==> config.mk <==
export PLATFORM = sky130hd
export DESIGN_NAME = bcd_to_binary
export DESIGN_NICKNAME = d
export VERILOG_FILES = /design/src/rtl/bcd_to_binary.sv
export SDC_FILE = /design/constraint.sdc
export NUM_CORES = 1
export LEC_CHECK = 0
export ABC_AREA = 1
export CELL_PAD_IN_SITES_DETAIL_PLACEMENT = 1
export CELL_PAD_IN_SITES_GLOBAL_PLACEMENT = 1
export CORE_AREA = 2 2 76 93
export CTS_CLUSTER_DIAMETER = 60
export DETAILED_ROUTE_END_ITERATION = 16
export DIE_AREA = 0 0 78 95
export DONT_BUFFER_PORTS = 1
export PLACE_DENSITY = 0.72
export SLEW_MARGIN = 20
export SYNTH_ARGS = -nofsm -noshare
export SYNTH_HDL_FRONTEND = slang
export SYNTH_SLANG_ARGS = --single-unit
==> constraint.sdc <==
create_clock -name clk -period 2.84 [get_ports clk]
set_clock_uncertainty 0.2 [all_clocks]
set_input_delay 0.568 -clock clk [delete_from_list [all_inputs] [get_ports clk]]
set_output_delay 0.568 -clock clk [all_outputs]
set_load 0.03 [all_outputs]
==> src/rtl/bcd_to_binary.sv <==
// Sequential packed-BCD to binary converter: one multiply-by-10-and-add step per
// clock, most significant digit first, with a one-cycle done pulse per result.
module bcd_to_binary #(
  parameter int DIGITS = 4,
  parameter int BIN_W  = 14
) (
  input  logic                  clk,
  input  logic                  rst,
  input  logic                  start,
  input  logic [4*DIGITS-1:0]   bcd,
  output logic [BIN_W-1:0]      binary,
  output logic                  busy,
  output logic                  done,
  output logic                  error
);

  localparam int IDX_W = (DIGITS > 1) ? $clog2(DIGITS) : 1;
  localparam logic [IDX_W-1:0] LAST_IDX = IDX_W'(DIGITS - 1);

  typedef enum logic [1:0] {
    IDLE,
    RUN,
    FINISH
  } state_e;

  state_e              state_q;
  logic [4*DIGITS-1:0] shift_q;
  logic [BIN_W-1:0]    acc_q;
  logic [BIN_W-1:0]    acc_d;
  logic [IDX_W-1:0]    idx_q;
  logic                invalid_q;
  logic [BIN_W-1:0]    binary_q;
  logic                busy_q;
  logic                done_q;
  logic                error_q;
  logic                bcd_bad;

  // NOTE: every always_comb output gets a default before any conditional
  // assignment, otherwise synthesis infers a latch to hold the old value.
  always_comb begin
    bcd_bad = 1'b0;
    for (int i = 0; i < DIGITS; i++) begin
      if (bcd[4*i +: 4] > 4'd9) bcd_bad = 1'b1;
    end
  end

  // The digit under conversion always sits in the top nibble of the shifter.
  always_comb begin
    acc_d = (acc_q << 3) + (acc_q << 1) + BIN_W'(shift_q[4*DIGITS-1 -: 4]);
  end

  // NOTE: state is updated with non-blocking assignments only, so every
  // register samples the values from before this edge regardless of order.
  always_ff @(posedge clk or posedge rst) begin
    if (rst) begin
      state_q   <= IDLE;
      shift_q   <= '0;
      acc_q     <= '0;
      idx_q     <= '0;
      invalid_q <= 1'b0;
      binary_q  <= '0;
      busy_q    <= 1'b0;
      done_q    <= 1'b0;
      error_q   <= 1'b0;
    end else begin
      done_q <= 1'b0;
      case (state_q)
        IDLE: begin
          if (start) begin
            shift_q   <= bcd;
            acc_q     <= '0;
            idx_q     <= LAST_IDX;
            busy_q    <= 1'b1;
            invalid_q <= bcd_bad;
            state_q   <= bcd_bad ? FINISH : RUN;
          end
        end
        RUN: begin
          acc_q   <= acc_d;
          shift_q <= shift_q << 4;
          idx_q   <= idx_q - 1'b1;
          if (idx_q == '0) state_q <= FINISH;
        end
        FINISH: begin
          binary_q <= invalid_q ? '0 : acc_q;
          error_q  <= invalid_q;
          done_q   <= 1'b1;
          busy_q   <= 1'b0;
          state_q  <= IDLE;
        end
        default: state_q <= IDLE;
      endcase
    end
  end

  assign binary = binary_q;
  assign busy   = busy_q;
  assign done   = done_q;
  assign error  = error_q;

endmodule
==> flow_metrics.py, run 1 <==
metrics = {
    "status": {
        "outcome": "finished clean",
    },
    "grt": {
        "grt_max_degree": 53,
        "use_met2_pct": 37.43,
        "track_usage_pct": 20.82,
        "grtUsageMet3_pct": 3.059,
        "grt-busiest-layer": "met2",
        "grt_remaining_overflow": 0,
        "grt_pass1_vias": 2492,
        "grt_first_pass_wirelength_mm": 11.99,
        "grtUsageMet1_pct": 25.92,
        "antenna_found_initial": 0,
    },
    "critical_path": {
        "cp.arrival_ps": 2440,
        "startpoint_type": "flop",
        "crit_chain": "inv_1 -> fa_1 -> fa_1 -> inv_1 -> nand3_1 -> nand3_1 -> nand2_1 -> nand2_1 -> nand2_1 -> nand2_1 -> o21ai_1",
        "critPathTopFamily": "adder cells",
        "critical_path_class": "reg -> reg",
        "worstSetupPathDepth": 11,
        "worstSetupEndpointType": "flop",
        "critPathRequiredTime_ps": 2840,
        "critPathBufInv": 2,
        "crit_path_frequent_cell": "nand2_1",
        "rr_worst_depth": 11,
        "cpPeakStageDelay_ps": 490,
        "rrSetupSlack_ps": 400,
        "critPathSlowestCell": "fa_1",
        "timing.critical_path.fanout_max": 3,
    },
    "cells_and_area": {
        "final_cell_mix": "nand2_1 (104), dfrtp_1 (52), inv_1 (39)",
        "final_common_cell": "nand2_1",
        "antenna_cells": 0,
        "register_area_sq_mm": 0.001301,
        "nets": 400,
        "fillers": 817,
        "multi_input_area_sq_mm": 0.001340,
        "area_growth_pct": 6.710,
        "drive_above_1_share_pct": 6.443,
    },
    "synthesis": {
        "ys_warn_count": 0,
        "synthesis.instances": 354,
        "syn-cell-area_sq_mm": 0.002872,
        "synth.ff_latch_count": 52,
        "synth.mux.area_fraction_pct": 0,
        "synthSimpleGateAreaFrac_pct": 22.40,
        "synthXorXnorAreaFrac_pct": 0.9150,
        "synth_top_family_by_area": "simple AND/OR/NAND/NOR gates",
        "syn_nets": 398,
        "synthDistinctLibCells": 22,
        "ys_seq_area_share_pct": 45.32,
        "synthAdderAreaFrac_pct": 11.42,
        "syn_avg_cell_area_sq_um": 8.112,
        "synth-compound-area-share_pct": 11.94,
    },
    "clocking": {
        "post_cts_buffers": 0,
        "cts_hold_buffers": 0,
        "clock_sinks": 52,
        "cts_root_buf": "clkbuf_8",
        "htree_levels": 2,
        "cts_made_buffers": 5,
        "cts.reportedPaths.clkPinSlew_ps": 100,
        "cts_tree": "done",
        "cts-resized-gates": 0,
        "insertion_delay_ps": 300,
        "clk_path_buf_depth": 2,
    },
    "die": {
        "die_h_um": 95,
        "core.rowCount": 33,
        "initial_core_util_pct": 43.47,
        "fp.dieW_um": 78,
        "core_sq_mm": 0.006606,
        "die_area_sq_mm": 0.007410,
        "io_pins": 36,
    },
    "timing": {
        "period_needed_ps": 2442,
        "final-setup-viol-count": 0,
        "hold_viol_final": 0,
        "max_slew_margin_pct": 55.77,
        "worst_pin_slew_ps": 663.4,
        "setup_ws_ps": 398.1,
        "post-route-period-util_pct": 85.98,
        "final_max_slew_viol_count": 0,
        "fin_setup_tns_ps": 0,
        "fmaxAchievable_mhz": 409.5,
        "rsz0062_at_grt": "false",
    },
    "placed_design": {
        "routabilityCongestion": 0.7895,
        "dp_hpwl_mm": 5.327,
        "dp_slack_ps": 397.8,
        "portBuffers": 0,
    },
    "detailed_routing": {
        "wl_per_cell_um": 15.83,
        "via_count": 2328,
        "drt_iter0_drc": 88,
        "wl_mm": 7.028,
        "drt_pass1_iterations": 4,
        "drtAntennaViolNets": 0,
        "route.detailed.drc": 0,
        "routed_via_density": 5.243,
    },
    "pwr": {
        "power_density_mw_per_mm2": 1019,
        "peakVddDrop_mv": 0.6496,
        "finalPower_w": 0.003123,
        "p_leak_nw": 1.619,
    },
    "job": {
        "cap_violations": 0,
    },
    "worst_hold_path": {
        "min_path_type": "in -> async",
    },
}
[Yosys cell counts]
cell type	count	share of area [%]
nor2_1	30	3.9
a22o_1	5	1.5
xnor2_1	2	0.61
nand4_1	4	0.87
fa_1	2	1.4
buf_4	6	1.6
xor2_1	1	0.31
o21ai_0	4	0.70
nor2_4	3	1.2
clkbuf_1	2	0.26
ha_1	23	10
o21ai_1	26	4.5
inv_2	6	0.78
dfrtp_1	52	45
inv_1	40	5.2
o22ai_1	9	2.0
buf_2	1	0.17
a21oi_1	17	3.0
nand2_1	104	14
nor2_2	1	0.22
nand3_1	15	2.6
a22oi_1	1	0.26
[per-stage QoR]
step / instance area (sq um) / instances / hold WS [ps] / utilization, %
after floorplan: 2872 / 354 / 242.6 / -
final: 3064 / 444 / 114.8 / 46.38
after global routing: 3064 / 444 / 155.8 / 46.38
after global placement: 2953 / 436 / 258.7 / 44.70
after detailed placement: 2953 / 436 / 264.3 / 44.70
after CTS: 3064 / 444 / 131.1 / 46.38
[worst paths after layout]
check                                         end                   start
setup / recovery             acc_q[8]$_DFFE_PP0P_    acc_q[0]$_DFFE_PP0P_
hold / removal             shift_q[3]$_DFFE_PP0P_                     rst
setup reg to reg             acc_q[8]$_DFFE_PP0P_    acc_q[0]$_DFFE_PP0P_
hold reg to reg            shift_q[2]$_DFFE_PP0P_  shift_q[2]$_DFFE_PP0P_
max in group asynchronous    acc_q[5]$_DFFE_PP0P_                     rst
min in group clk           shift_q[3]$_DFFE_PP0P_                  bcd[3]
[per-layer routing]
layer	part of all wire (%)	routed length, um	up-vias
li1	-	-	1152
met5	0	0	-
met1	45	3146	1136
met3	2.5	175	9
met4	1.6	115	0
met2	51	3591	31
[sequential cells by signal, indices dropped and copies added, names as in the netlist]
signal / cells
shift_q: 16
acc_q: 14
binary: 14
idx_q: 2
state_q: 2
busy: 1
done: 1
error: 1
invalid_q: 1
[worst reg2reg max path: stages (launching register included)]
cell     delay [ps]
dfrtp_1         400
inv_1           130
fa_1            490
fa_1            480
inv_1           100
nand3_1          80
nand3_1         150
nand2_1          70
nand2_1          80
nand2_1          60
nand2_1          60
o21ai_1          50
[layout make-up]
| type | instances | area share (%) |
|---|---|---|
| multi-input cells | 247 | 43.73 |
| flip-flops and latches | 52 | 42.47 |
| inverters | 46 | 5.635 |
| well taps | 87 | 3.552 |
| clock buffers | 5 | 2.246 |
| clock inverters | 3 | 1.388 |
| repair buffers | 4 | 0.9800 |
[kinds of logic after synthesis]
family,after synthesis
adder cells (fa/ha/maj),25
buffers and inverters,55
AND/OR/NAND/NOR,157
XOR/XNOR,3
flip-flops,52
AO/OA/AOI/OAI,62
[where the power goes]
part / total (W) / leakage [nW] / internal (W) / switching [W]
Clock: 0.000510 / 0.0541 / 0.000261 / 0.000249
Combinational: 0.00127 / 0.892 / 0.000452 / 0.000818
Sequential: 0.00134 / 0.673 / 0.00101 / 0.000332
No activity file was read; power rests on OpenSTA's default activity.
==> run 2: changes to the inputs <==
Settings changed: CORE_AREA 2 2 76 93 to 2 2 60 118, DIE_AREA 0 0 78 95 to 0 0 62 120, PLACE_DENSITY 0.72 to 0.71, REMOVE_ABC_BUFFERS set to 1.
==> run 2 against run 1 <==
  * Register-to-register slack better by 30 ps
  * Largest power group unchanged
  * Power is 7.2% higher
  * Critical endpoint is now acc_q[10]$_DFFE_PP0P_
  * Core utilization is 1.3 points higher
==> flow_metrics.py, run 2 (synthesized netlist as in run 1, its figures left out) <==
metrics = {
    "critical_path": {
        "critPathTopFamily": "adder cells",
        "critPathSlowestCell": "fa_1",
        "rr_startpoint": "acc_q[0]$_DFFE_PP0P_",
        "crit_chain": "inv_1 -> fa_1 -> fa_1 -> inv_1 -> nand3_1 -> nand3_1 -> nand2_1 -> nand2_1 -> nand2_1 -> nand2_1 -> o21ai_1",
        "crit_path_frequent_cell": "nand2_1",
        "setup.worst_path.start": "acc_q[0]$_DFFE_PP0P_",
        "worstSetupEndpointType": "flop",
        "cpPeakStageDelay_ps": 490,
        "critPathRequiredTime_ps": 2830,
        "timing.rr.end": "acc_q[10]$_DFFE_PP0P_",
        "cp.arrival_ps": 2390,
        "critPathBufInv": 2,
        "rrSetupSlack_ps": 430,
        "critical_path_class": "reg -> reg",
        "rr_worst_depth": 11,
        "timing.critical_path.fanout_max": 3,
        "startpoint_type": "flop",
    },
    "grt": {
        "grt_max_degree": 30,
        "grt_pass1_vias": 2584,
        "antenna_found_initial": 0,
        "track_usage_pct": 24.04,
        "grt_first_pass_wirelength_mm": 12.93,
        "grt_remaining_overflow": 0,
    },
    "die": {
        "initial_core_util_pct": 43.71,
        "core.rowCount": 42,
        "io_pins": 36,
        "fp.dieW_um": 62,
        "die_h_um": 120,
        "die_area_sq_mm": 0.007440,
        "core_sq_mm": 0.006569,
    },
    "placed_design": {
        "dp_hpwl_mm": 5.913,
        "portBuffers": 0,
        "routabilityCongestion": 0.8741,
        "placedCellCount": 438,
    },
    "detailed_routing": {
        "routed_via_density": 5.289,
        "wl_per_cell_um": 17.55,
        "drt_pass1_iterations": 4,
        "route.detailed.drc": 0,
        "drtAntennaViolNets": 0,
        "via_count": 2359,
        "wl_mm": 7.829,
        "drt_iter0_drc": 38,
    },
    "timing": {
        "max_slew_margin_pct": 58.17,
        "post-route-period-util_pct": 84.76,
        "hold_viol_final": 0,
        "period_needed_ps": 2407,
        "worst_pin_slew_ps": 626.5,
        "rsz0062_at_grt": "false",
        "fmaxAchievable_mhz": 415.4,
        "final_max_slew_viol_count": 0,
        "final-setup-viol-count": 0,
        "fin_setup_tns_ps": 0,
    },
    "clocking": {
        "insertion_delay_ps": 300,
        "cts_root_buf": "clkbuf_16",
        "clk_path_buf_depth": 2,
        "cts_made_buffers": 5,
        "cts_hold_buffers": 0,
        "clock_sinks": 52,
        "htree_levels": 2,
        "cts.reportedPaths.clkPinSlew_ps": 70,
        "cts_tree": "done",
        "cts-resized-gates": 0,
        "post_cts_buffers": 0,
    },
    "cells_and_area": {
        "nets": 401,
        "largest_reg_flops": 16,
        "fin_cells": 446,
        "final_common_cell": "nand2_1",
        "fin_util_pct": 47.64,
        "registers.top_by_ff_count": "shift_q",
        "register_area_sq_mm": 0.001301,
        "final_cell_mix": "nand2_1 (104), dfrtp_1 (52), inv_1 (39)",
        "drive_above_1_share_pct": 6.704,
        "fillers": 821,
        "area_growth_pct": 8.976,
        "antenna_cells": 0,
        "multi_input_area_sq_mm": 0.001340,
    },
    "pwr": {
        "power_density_mw_per_mm2": 1070,
        "swShare_pct": 43.78,
        "p_sw_w": 0.001466,
        "p_leak_nw": 1.649,
        "p_comb_share_pct": 38.8,
        "clkPwrFrac_pct": 21.0,
        "power.internal_w": 0.001882,
        "sequentialPowerShare_pct": 40.3,
        "peakVddDrop_mv": 0.6451,
    },
    "worst_hold_path": {
        "min_path_type": "in -> async",
    },
    "status": {
        "outcome": "finished clean",
    },
    "job": {
        "cap_violations": 0,
    },
}
## run 2: cell count changes in the layout (fill, tap and decap cells not counted)
cell,previous run,this run
buf_4,4,5
clkbuf_16,0,5
clkbuf_8,5,0
## run 2: cell type report
| type | instances | area share, % |
|---|---|---|
| sequential | 52 | 41.58 |
| tap | 88 | 3.519 |
| timing repair buffer | 5 | 1.200 |
| clock inverter | 3 | 1.359 |
| inverter | 46 | 5.518 |
| clock buffer | 5 | 3.998 |
| multi-input combinational | 247 | 42.82 |
## run 2: metrics by stage
| stage | total power [W] | setup slack, ps | hold slack, ps | area [sq um] |
|---|---|---|---|---|
| after floorplan | 0.002244 | 622.2 | 242.6 | 2814 |
| after global placement | 0.002639 | 498.8 | 260.8 | 2962 |
| after detailed placement | 0.002680 | 444.2 | 267.5 | 2962 |
| after CTS | 0.003398 | 435.6 | 50.95 | 3129 |
| after global routing | 0.003606 | 278.5 | 71.61 | 3129 |
| final | 0.003348 | 432.7 | 27.09 | 3129 |
## run 2: how the worst max path moves through the flow
stage                                       end  slack, ps  depth (start not counted)
after floorplan           acc_q[10]$_DFFE_PP0P_        620                         11
after global placement    acc_q[10]$_DFFE_PP0P_        500                         11
after detailed placement  acc_q[10]$_DFFE_PP0P_        440                         11
after CTS                 acc_q[10]$_DFFE_PP0P_        440                         11
after global routing      acc_q[10]$_DFFE_PP0P_        280                         11
final                     acc_q[10]$_DFFE_PP0P_        430                         11
## run 2: power by group through the flow
stage	Combinational [W]	Clock, W	Sequential, W
2_1_floorplan	0.000949	0	0.00129
3_3_place_gp	0.00128	0	0.00136
3_5_place_dp	0.00131	0	0.00137
4_1_cts	0.00133	0.000714	0.00135
5_1_grt	0.00148	0.000741	0.00138
6_report	0.00130	0.000702	0.00135
## run 2: metal layers
metal	vias up	wire (um)	track usage [%]
met4	0	172	8.112
met3	11	183	3.879
met2	32	4653	44.79
li1	1147	-	-
met5	-	0	0
met1	1169	2819	25.23
==> run 3: changes to the inputs <==
Clock period 2.84 ns to 2.45 ns, I/O delays scaled along.
==> run 3 against run 2 <==
  * Critical path depth is the same
  * Global-route usage up 0.50 points
  * Clock power grew 18%
  * Highest routed layer unchanged
  * Clock-buffer cell count increased by 1
  * Wire length increased by 0.83%
  * Combinational power rose by 20%
  * Core utilization up 0.72 points
  * Largest cell class unchanged
  * Flip-flop and latch count unchanged
==> flow_metrics.py, run 3 (synthesized netlist as in run 1, its figures left out) <==
metrics = {
    "clocking": {
        "cts_tree": "done",
        "clock_sinks": 52,
        "post_cts_buffers": 0,
        "cts_root_buf": "clkbuf_16",
        "insertion_delay_ps": 300,
        "htree_levels": 2,
        "cts.reportedPaths.clkPinSlew_ps": 70,
        "cts_made_buffers": 5,
        "clk_path_buf_depth": 2,
    },
    "detailed_routing": {
        "wl_per_cell_um": 17.66,
        "wl_mm": 7.894,
        "routed_via_density": 5.268,
        "drt_pass1_iterations": 3,
        "drt_iter0_drc": 44,
        "via_count": 2355,
        "drtAntennaViolNets": 0,
        "route.detailed.drc": 0,
    },
    "timing": {
        "hold_viol_final": 0,
        "rsz0062_at_grt": "false",
        "worst_pin_slew_ps": 576.3,
        "fmaxAchievable_mhz": 432.5,
        "period_needed_ps": 2312,
        "final-setup-viol-count": 0,
        "post-route-period-util_pct": 94.37,
        "max_slew_margin_pct": 61.52,
        "fin_setup_tns_ps": 0,
        "final_max_slew_viol_count": 0,
    },
    "grt": {
        "track_usage_pct": 24.55,
        "grt_max_degree": 29,
        "grt_first_pass_wirelength_mm": 13.16,
        "grt_remaining_overflow": 0,
        "grt_pass1_vias": 2628,
        "antenna_found_initial": 0,
    },
    "cells_and_area": {
        "antenna_cells": 0,
        "multi_input_area_sq_mm": 0.001365,
        "fin_cells": 447,
        "largest_reg_flops": 16,
        "drive_above_1_share_pct": 8.078,
        "final_common_cell": "nand2_1",
        "area_growth_pct": 10.63,
        "final_cell_mix": "nand2_1 (104), dfrtp_1 (52), inv_1 (39)",
        "registers.top_by_ff_count": "shift_q",
        "fillers": 803,
        "register_area_sq_mm": 0.001301,
        "fin_util_pct": 48.36,
        "nets": 402,
    },
    "critical_path": {
        "critical_path_class": "reg -> reg",
        "cp.arrival_ps": 2300,
        "worstSetupEndpointType": "flop",
        "startpoint_type": "flop",
        "timing.critical_path.fanout_max": 3,
        "critPathRequiredTime_ps": 2440,
    },
    "die": {
        "die_area_sq_mm": 0.007440,
        "core_sq_mm": 0.006569,
        "io_pins": 36,
        "fp.dieW_um": 62,
        "core.rowCount": 42,
        "die_h_um": 120,
        "initial_core_util_pct": 43.71,
    },
    "worst_hold_path": {
        "min_path_type": "in -> reg",
    },
    "placed_design": {
        "dp_hpwl_mm": 5.993,
        "portBuffers": 0,
        "routabilityCongestion": 0.8786,
        "placedCellCount": 438,
    },
    "status": {
        "outcome": "finished clean",
    },
    "pwr": {
        "p_leak_nw": 1.674,
        "power_density_mw_per_mm2": 1244,
        "peakVddDrop_mv": 0.6408,
    },
    "job": {
        "cap_violations": 0,
    },
}
-- run 3: cell types whose count changed in the layout (fill, tap and decap cells not counted), sizes merged --
cell         delta
clkbuf          +1
dlygate4sd3     +1
clkinv          -1
clkinvlp        -1
inv             +1
-- run 3: final timing paths --
kind	start	endpoint	slack (ps)	depth (start not counted)
setup / recovery	acc_q[2]$_DFFE_PP0P_	acc_q[10]$_DFFE_PP0P_	140	11
hold / removal	bcd[2]	shift_q[2]$_DFFE_PP0P_	110	2
setup reg to reg	acc_q[2]$_DFFE_PP0P_	acc_q[10]$_DFFE_PP0P_	140	11
hold reg to reg	shift_q[2]$_DFFE_PP0P_	shift_q[2]$_DFFE_PP0P_	280	2
max in group asynchronous	rst	shift_q[4]$_DFFE_PP0P_	980	3
min in group asynchronous	rst	binary[11]$_DFFE_PP0P_	510	2
-- run 3: metrics by stage --
stage / power, W / worst slack, ps / hold WS (ps) / area, sq um
finish: 0.003950 / 137.9 / 106.7 / 3177
global route: 0.004259 / 22.16 / 111.5 / 3177
CTS: 0.003998 / 25.60 / 103.9 / 3152
detailed placement: 0.003150 / 53.16 / 264.0 / 2974
global placement: 0.003089 / 113.5 / 257.2 / 2974
floorplan: 0.002601 / 232.2 / 242.6 / 2814
-- run 3: area by class of cell --
class                   count  share of cell area, %
clock buffers               6                  4.057
clock inverters             2                  1.221
inverters                  46                  5.435
multi-input cells         247                  42.97
flip-flops and latches     52                  40.96
well taps                  88                  3.466
repair buffers              6                  1.891
-- run 3: metal layers --
layer / routed length (um) / track usage (%)
met1: 2802 / 26.21
met2: 4706 / 45.38
met3: 159 / 2.909
met4: 227 / 9.441
met5: 0 / 0
-- run 3: what timing repair did --
item                                    in CTS  in global routing
endpoints found under the setup margin       0                  5
gates resized for setup                      0                  6
hold buffers                                 1                  0
endpoints found under the hold margin       24                  0
-- run 3: where the power goes --
part | internal, W | switching (W) | leakage (nW)
registers | 0.00117 | 0.000389 | 0.673
clock network | 0.000487 | 0.000341 | 0.0815
logic | 0.000553 | 0.00101 | 0.919
total | 0.00221 | 0.00174 | 1.67
-- run 3: critical path, cell delays in order, from the launching register on --
cell     delay [ps]
dfrtp_1         380
inv_1           120
fa_2            490
fa_2            420
inv_1            90
nand3_1          80
nand3_2         100
nand2_1          60
nand2_1          80
nand2_1          50
nand2_1          70
o21ai_1          60
